## src/rtl/omok_pkg.sv

```systemverilog
// Shared constants, types and the direction step table for the omok win checker.
package omok_pkg;

    localparam int unsigned MAP_DIM = 10;
    localparam int unsigned COORD_W = 4;

    localparam logic [1:0] CELL_EMPTY = 2'b00;
    localparam logic [1:0] CELL_BLACK = 2'b10;
    localparam logic [1:0] CELL_WHITE = 2'b11;

    localparam logic [1:0] DIR_HORIZ = 2'd0;
    localparam logic [1:0] DIR_VERT  = 2'd1;
    localparam logic [1:0] DIR_DIAG  = 2'd2;
    localparam logic [1:0] DIR_ANTI  = 2'd3;

    typedef enum logic [2:0] {
        StIdle,
        StLoad,
        StScanPos,
        StScanNeg,
        StEval,
        StDone
    } state_e;

    typedef struct packed {
        logic signed [1:0] dr;
        logic signed [1:0] dc;
    } step_t;

    function automatic step_t dir_step(input logic [1:0] dir);
        step_t s;
        case (dir)
            DIR_HORIZ: s = '{dr: 2'sd0, dc: 2'sd1};
            DIR_VERT:  s = '{dr: 2'sd1, dc: 2'sd0};
            DIR_DIAG:  s = '{dr: 2'sd1, dc: 2'sd1};
            DIR_ANTI:  s = '{dr: 2'sd1, dc: -2'sd1};
        endcase
        return s;
    endfunction

endpackage

```

## src/rtl/omok_win_checker_cell_step.sv

```systemverilog
// One step from (row,col) along a direction, forward or backward, with a per-axis bounds flag.
module omok_cell_step
    import omok_pkg::*;
#(
    parameter int unsigned MAP_DIM = omok_pkg::MAP_DIM
) (
    input  logic [COORD_W-1:0] i_row,
    input  logic [COORD_W-1:0] i_col,
    input  logic [1:0]         i_dir,
    input  logic               i_neg,
    output logic [COORD_W-1:0] o_row,
    output logic [COORD_W-1:0] o_col,
    output logic               o_in_range
);

    localparam logic [COORD_W-1:0] DIM_C = COORD_W'(MAP_DIM);

    step_t                     w_step;
    logic signed [COORD_W:0]   w_dr;
    logic signed [COORD_W:0]   w_dc;
    logic signed [COORD_W:0]   w_row;
    logic signed [COORD_W:0]   w_col;

    always_comb begin
        w_step = dir_step(i_dir);
        w_dr   = {{(COORD_W-1){w_step.dr[1]}}, w_step.dr};
        w_dc   = {{(COORD_W-1){w_step.dc[1]}}, w_step.dc};
        if (i_neg) begin
            w_dr = -w_dr;
            w_dc = -w_dc;
        end
        w_row = $signed({1'b0, i_row}) + w_dr;
        w_col = $signed({1'b0, i_col}) + w_dc;
        o_row = w_row[COORD_W-1:0];
        o_col = w_col[COORD_W-1:0];
        // Rows and columns are bounded separately so a row end never wraps to the next row.
        o_in_range = !w_row[COORD_W] && (w_row[COORD_W-1:0] < DIM_C) &&
                     !w_col[COORD_W] && (w_col[COORD_W-1:0] < DIM_C);
    end

endmodule

```

## config.mk

```make
export PLATFORM = sky130hd
export DESIGN_NAME = omok_cell_step
export DESIGN_NICKNAME = d
export VERILOG_FILES = /design/src/rtl/omok_pkg.sv /design/src/rtl/omok_win_checker_cell_step.sv
export SDC_FILE = /design/constraint.sdc
export NUM_CORES = 1
export LEC_CHECK = 0
export CAP_MARGIN = 20
export CORE_AREA = 2 2 39 41
export DETAILED_ROUTE_END_ITERATION = 12
export DIE_AREA = 0 0 41 43
export REMOVE_ABC_BUFFERS = 1
export SLEW_MARGIN = 20
export SYNTH_ARGS = -nofsm -noshare
export SYNTH_HDL_FRONTEND = slang
export SYNTH_SLANG_ARGS = --single-unit
export TNS_END_PERCENT = 30
```

## constraint.sdc

```tcl
create_clock -name vclk -period 3.3
set_clock_uncertainty 0.2 [all_clocks]
set_input_delay 0.66 -clock vclk [all_inputs]
set_output_delay 0.66 -clock vclk [all_outputs]
set_load 0.03 [all_outputs]
```

==> results.py <==
metrics = {
    "outcome": {
        "status": "finished with violations",
        "violations": "setup timing",
    },
    "die": {
        "fp-row-count": 14,
        "core_sq_um": 1380,
        "die-area_sq_um": 1760,
        "dieHeight_microns": 43,
        "initial_core_util_pct": 28.3,
        "fp.dieW_microns": 41,
        "pin_count": 20,
    },
    "finish": {
        "flops_and_latches": 0,
        "nets": 113,
        "n_fill_cell": 143,
        "num_antenna_cells": 0,
        "layout-drive-gt1-share_pct": 46.2,
        "syn_to_final_growth_pct": 102,
        "ff_latch_area_sq_um": 0,
        "clkbuf_count": 0,
        "design_area_sq_um": 791,
    },
    "sta": {
        "rsz0062_at_grt": "true",
        "setup-violations-final": 3,
        "setup_ws_ns": -0.308,
        "min_period_ns": 3.61,
        "finalHoldViolCount": 0,
        "fin_tns_setup_ns": -0.401,
        "finalCritPeriodShare_pct": 109,
        "max_freq_ghz": 0.277,
        "relSlewSlack_pct": 80.0,
        "worst_pin_slew_ns": 0.300,
        "final_max_slew_viol_count": 0,
    },
    "global_routing": {
        "grt_antenna_before_repair": 0,
        "grt_first_pass_wirelength_mm": 1.88,
        "grtUsageTotal_pct": 14.4,
        "gr-total-overflow": 0,
        "grt_pass1_vias": 536,
        "grt_max_degree": 7,
    },
    "worst_setup_path": {
        "start_kind": "input port",
        "crit_required_ns": 2.44,
        "worstSetupPathType": "in -> out",
        "slowest_stage": "fa_2",
        "crit_top_cell": "inv_1",
        "worstPathMaxFanout": 3,
        "slowest_delay_ns": 0.34,
        "crit_chain": "buf_6 > or2b_1 > ha_1 > inv_1 > a21o_1 > inv_1 > fa_2 > nand2b_4 > a21oi_2 > xor2_1 > a2111oi_2 > buf_4",
        "crit_path_end_kind": "output port",
        "crit_arrival_ns": 2.75,
    },
    "worst_hold_path": {
        "min_from": "i_dir[1]",
        "whs_endpoint": "o_col[0]",
        "holdPathStages": 6,
        "hold_class": "in -> out",
    },
    "power": {
        "switching_share_pct": 49.1,
        "power.total_uw": 216,
        "power_switching_uw": 106,
        "pwr-share-clk_pct": 0,
        "pwr-share-comb_pct": 100.0,
        "p_seq_share_pct": 0,
        "p_per_area_nw_per_um2": 273,
        "p_leak_nw": 0.407,
        "ir_drop_v": 0.000189,
        "internal_power_uw": 110,
    },
    "job": {
        "drv_cap": 0,
    },
    "place": {
        "place_area_sq_um": 712,
        "port_buffers": 20,
        "hpwl_microns": 875,
        "globalplace.congestion": 0.695,
    },
    "route": {
        "wl_per_cell_microns": 10.5,
        "wl_mm": 1.12,
        "vias": 502,
        "drt-pass1-iter-count": 2,
        "drt_iter0_markers": 1,
        "route.detailed.drc": 0,
        "drt-vias-per-instance": 4.69,
        "postRouteAntennaNets": 0,
    },
    "yosys": {
        "synth_cells": 51,
        "synth-warning-count": 0,
        "ys_seq_area_share_pct": 0,
        "syn_area_sq_um": 392,
        "synth_cell_type_count": 26,
        "syn_avg_cell_area_sq_um": 7.68,
    },
}
==> power groups by stage <==
stage	clock, mW	sequential (mW)	combinational, mW
floorplan	0	0	0.107
global placement	0	0	0.189
detailed placement	0	0	0.192
CTS	0	0	0.210
global route	0	0	0.235
finish	0	0	0.216
==> logic make-up (layout without fill, tap and decap cells) <==
family / after synthesis / in the layout / share of synthesized area (%)
and+or+nand+nor: 20 / 20 / 29.4
AOI/OAI and AO/OA: 11 / 11 / 20.1
adders and majority gates: 9 / 9 / 32.6
buffers and inverters: 7 / 47 / 7.03
xor gates and xnor gates: 4 / 4 / 10.9
==> worst max-delay path, delay by kind of cell <==
family / cells / cell delay [ns]
AO/OA/AOI/OAI: 3 / 0.59
buffers and inverters: 4 / 0.41
XOR/XNOR: 1 / 0.09
adder cells (fa/ha/maj): 2 / 0.63
AND/OR/NAND/NOR: 2 / 0.38
==> per-stage QoR <==
stage	hold WS, ns	instances	setup WS [ns]	util (%)
final	1.75	107	-0.308	57.1
after global placement	1.85	103	-0.723	51.4
after floorplan	1.39	51	-0.647	-
after CTS	1.76	107	-0.317	56.3
after detailed placement	1.87	103	-0.765	51.4
after global routing	1.79	107	-0.463	57.1
==> area by class of cell <==
| type | count | area (sq um) | share of cell area (%) |
|---|---|---|---|
| inverter | 7 | 27.5 | 3.48 |
| multi-input combinational | 44 | 405 | 51.3 |
| tap | 16 | 20.0 | 2.53 |
| timing repair buffer | 40 | 338 | 42.7 |
==> layout by cell type, fill, tap and decap left out, types with 2 or more instances in the layout <==
cell	Yosys	final
buf_4	0	26
clkdlybuf4s50_1	0	8
inv_1	6	6
ha_1	7	6
a21o_1	4	4
nor2_1	4	4
buf_6	0	4
o21ai_0	2	2
or4_1	2	2
nand2_1	2	2
xnor2_2	1	2
nand3_1	2	2
a21oi_1	3	2
fa_2	0	2
dlygate4sd2_1	0	2
==> worst max path at each step <==
| stage | cells after the start | from | slack (ns) | end |
|---|---|---|---|---|
| 2_1_floorplan | 7 | i_dir[0] | -0.65 | o_in_range |
| 3_3_place_gp | 12 | i_dir[0] | -0.72 | o_in_range |
| 3_5_place_dp | 12 | i_dir[0] | -0.77 | o_in_range |
| 4_1_cts | 12 | i_dir[1] | -0.32 | o_in_range |
| 5_1_grt | 13 | i_dir[1] | -0.46 | o_in_range |
| 6_report | 12 | i_dir[1] | -0.31 | o_in_range |
==> timing repair <==
item | 4_1_cts | 5_1_grt
pin swaps | 12 | 1
resized for setup | 21 | 2
hold buffers | 0 | 0
endpoints found under the setup margin | 6 | 4
hold endpoints to repair | 0 | 0
buffers inserted | 4 | 0
==> Yosys cell counts <==
library cell | number | share of area [%]
ha_1 | 7 | 22
inv_1 | 6 | 5.8
a21o_1 | 4 | 7.7
nor2_1 | 4 | 3.8
a21oi_1 | 3 | 3.8
fa_1 | 2 | 10
nand2_1 | 2 | 1.9
nand3_1 | 2 | 2.6
o21ai_0 | 2 | 2.6
or4_1 | 2 | 3.8
xnor2_1 | 2 | 4.5
a2111oi_2 | 1 | 3.8
and3_1 | 1 | 1.6
and3b_1 | 1 | 2.2
clkinv_2 | 1 | 1.3
nand2b_1 | 1 | 1.6
nand4_1 | 1 | 1.6
nand4b_1 | 1 | 2.2
nor2b_1 | 1 | 1.6
nor3_1 | 1 | 1.3
o21ai_2 | 1 | 2.2
or2_0 | 1 | 1.6
or2_2 | 1 | 1.6
or2b_1 | 1 | 1.9
xnor2_2 | 1 | 4.2
xor2_1 | 1 | 2.2
==> per-layer routing <==
layer / vias up / global-route usage (%) / part of all wire, %
met5: - / 0 / 0
li1: 262 / - / -
met4: 0 / 0 / 0
met1: 227 / 14.6 / 37
met3: 0 / 0 / 5.2
met2: 13 / 30.6 / 58
Note: power is estimated with default switching activity, not from simulation.
==> patch, RTL diff (same settings) <==
`COORD_W`: 4 -> 5.
--- a/src/rtl/omok_pkg.sv
+++ b/src/rtl/omok_pkg.sv
@@ -2,7 +2,7 @@
 package omok_pkg;
 
     localparam int unsigned MAP_DIM = 10;
-    localparam int unsigned COORD_W = 4;
+    localparam int unsigned COORD_W = 5;
 
     localparam logic [1:0] CELL_EMPTY = 2'b00;
     localparam logic [1:0] CELL_BLACK = 2'b10;
Interface: changed (resized i_col, i_row, o_col and o_row); port bits go from 20 to 24. No check against the original RTL was run, so the function may have changed too.
==> patch against the original RTL <==
The run still ends with setup timing left. Power is 48% higher. Worst setup slack improved by 0.13 ns. Area after synthesis up 16%. Routed wire length increased by 42%. Final area rose by 34%. Sequential share of layout area is the same. Largest cell class unchanged. Highest routed layer unchanged.
==> patch: results (changes against the original RTL) <==
first-pass GRT wire length = 2440 µm (+29%)
Peak VDD IR = 192 µV (+1.8%)
GRT Util Overall = 0.193 (+0.0486)
worst path arrival time = 2.62 ns (-0.13 ns)
Seq cells = 0 (unchanged)
Hold EP = o_row[0]
First DRT Iteration DRCs = 2 (+1)
failing checks = setup timing
total wire length = 1590 µm (+42%)
antenna violations before repair = 0 (unchanged)
Final Hold Slack = 1.62 ns (-0.129 ns)
port bufs = 24 (+20%)
post-synthesis sequential area ratio = 0 (unchanged)
Slew headroom = 0.758 (-0.0413)
Clock Buffer Count = 0 (unchanged)
Synth area leaders = ha_1 25%, xnor2_1 7.7%, xor2_1 5.8%
hold path start = i_row[0]
Nets = 129 (+14%)
Yosys cell types = 28 (+7.7%)
synth warn = 0 (unchanged)
worst min path class = in -> out
layout cell share with drive strength beyond 1 = 0.615 (+0.154)
leak pwr = 0.493 nW (+21%)
Crit Path Max Fanout = 3 (unchanged)
post-DP HPWL = 994 µm (+14%)
Setup violations, final = 2 (-1)
First-pass DRT Iterations = 4 (+2)
# fillers = 96 (-33%)
global placement routability congestion = 0.664 (-4.4%)
outcome = finished with violations
number of global-route vias before repair = 585 (+9.1%)
final setup margin = -0.177 ns (+0.131 ns)
Hold Crit Depth = 3 (-3)
largest net degree at the start of global routing = 7 (unchanged)
Vias = 606 (+21%)
top cells by count, synth = 9 x ha_1, 4 x a21oi_1, 4 x nand2_1, 4 x xnor2_1, 3 x xor2_1
Antenna diodes = 0 (unchanged)
## patch: area by class of cell
class              count  area [µm²]  share of cell area
multi-input cells     51         583               0.552
well taps             16        20.0              0.0190
inverters              2        7.51             0.00711
repair buffers        51         445               0.422
## patch: worst max-delay path, cell delays in order
cell,delay (ns)
buf_8,0.10
nand2b_4,0.15
ha_4,0.27
mux2i_4,0.08
fa_2,0.40
xor2_2,0.20
or2_4,0.26
a211oi_2,0.16
and4b_1,0.22
buf_6,0.13
## patch: how the worst max path moves through the flow
stage               slack (ns)         end     start  depth (start not counted)
floorplan                -0.38  o_in_range  i_dir[1]                          7
global placement         -0.69  o_in_range  i_dir[0]                          9
detailed placement       -0.72  o_in_range  i_dir[1]                          9
CTS                      -0.14  o_in_range  i_dir[1]                         11
global route             -0.25  o_in_range  i_dir[1]                         11
finish                   -0.18  o_in_range  i_dir[1]                         10
## patch: layer usage
layer | global-route usage | wire length [µm]
met3 | 0.0105 | 61
met2 | 0.391 | 906
met4 | 0.0133 | 0
met1 | 0.203 | 625
met5 | 0 | 0
## patch: what timing repair did
item	CTS	global route
setup endpoints to repair	8	4
resized for setup	43	8
setup buffers	5	0
pin swaps	17	10
## patch: report_power, final
| part | switching (mW) | total (mW) | internal (mW) |
|---|---|---|---|
| combinational | 0.151 | 0.320 | 0.169 |
| clock | 0 | 0 | 0 |
| sequential | 0 | 0 | 0 |
| total | 0.151 | 0.320 | 0.169 |
## patch: cells by family after synthesis
family                     after synthesis  share of synthesized area
xor gates and xnor gates                 8                      0.171
AOI/OAI and AO/OA                       20                      0.322
buffers and inverters                    3                     0.0413
adders and majority gates               10                      0.292
and+or+nand+nor                         11                      0.129
muxes                                    2                     0.0441
## patch: metrics by stage
stage               instance area [µm²]   util  setup TNS, ns  std cells  setup slack [ns]
finish                             1060  0.763         -0.195        120            -0.177
CTS                                1010  0.732         -0.165        120            -0.144
global route                       1060  0.763         -0.447        120            -0.253
floorplan                           443      -         -0.377         53            -0.377
detailed placement                  846  0.611          -3.28        115            -0.725
global placement                    846  0.611          -3.09        115            -0.688
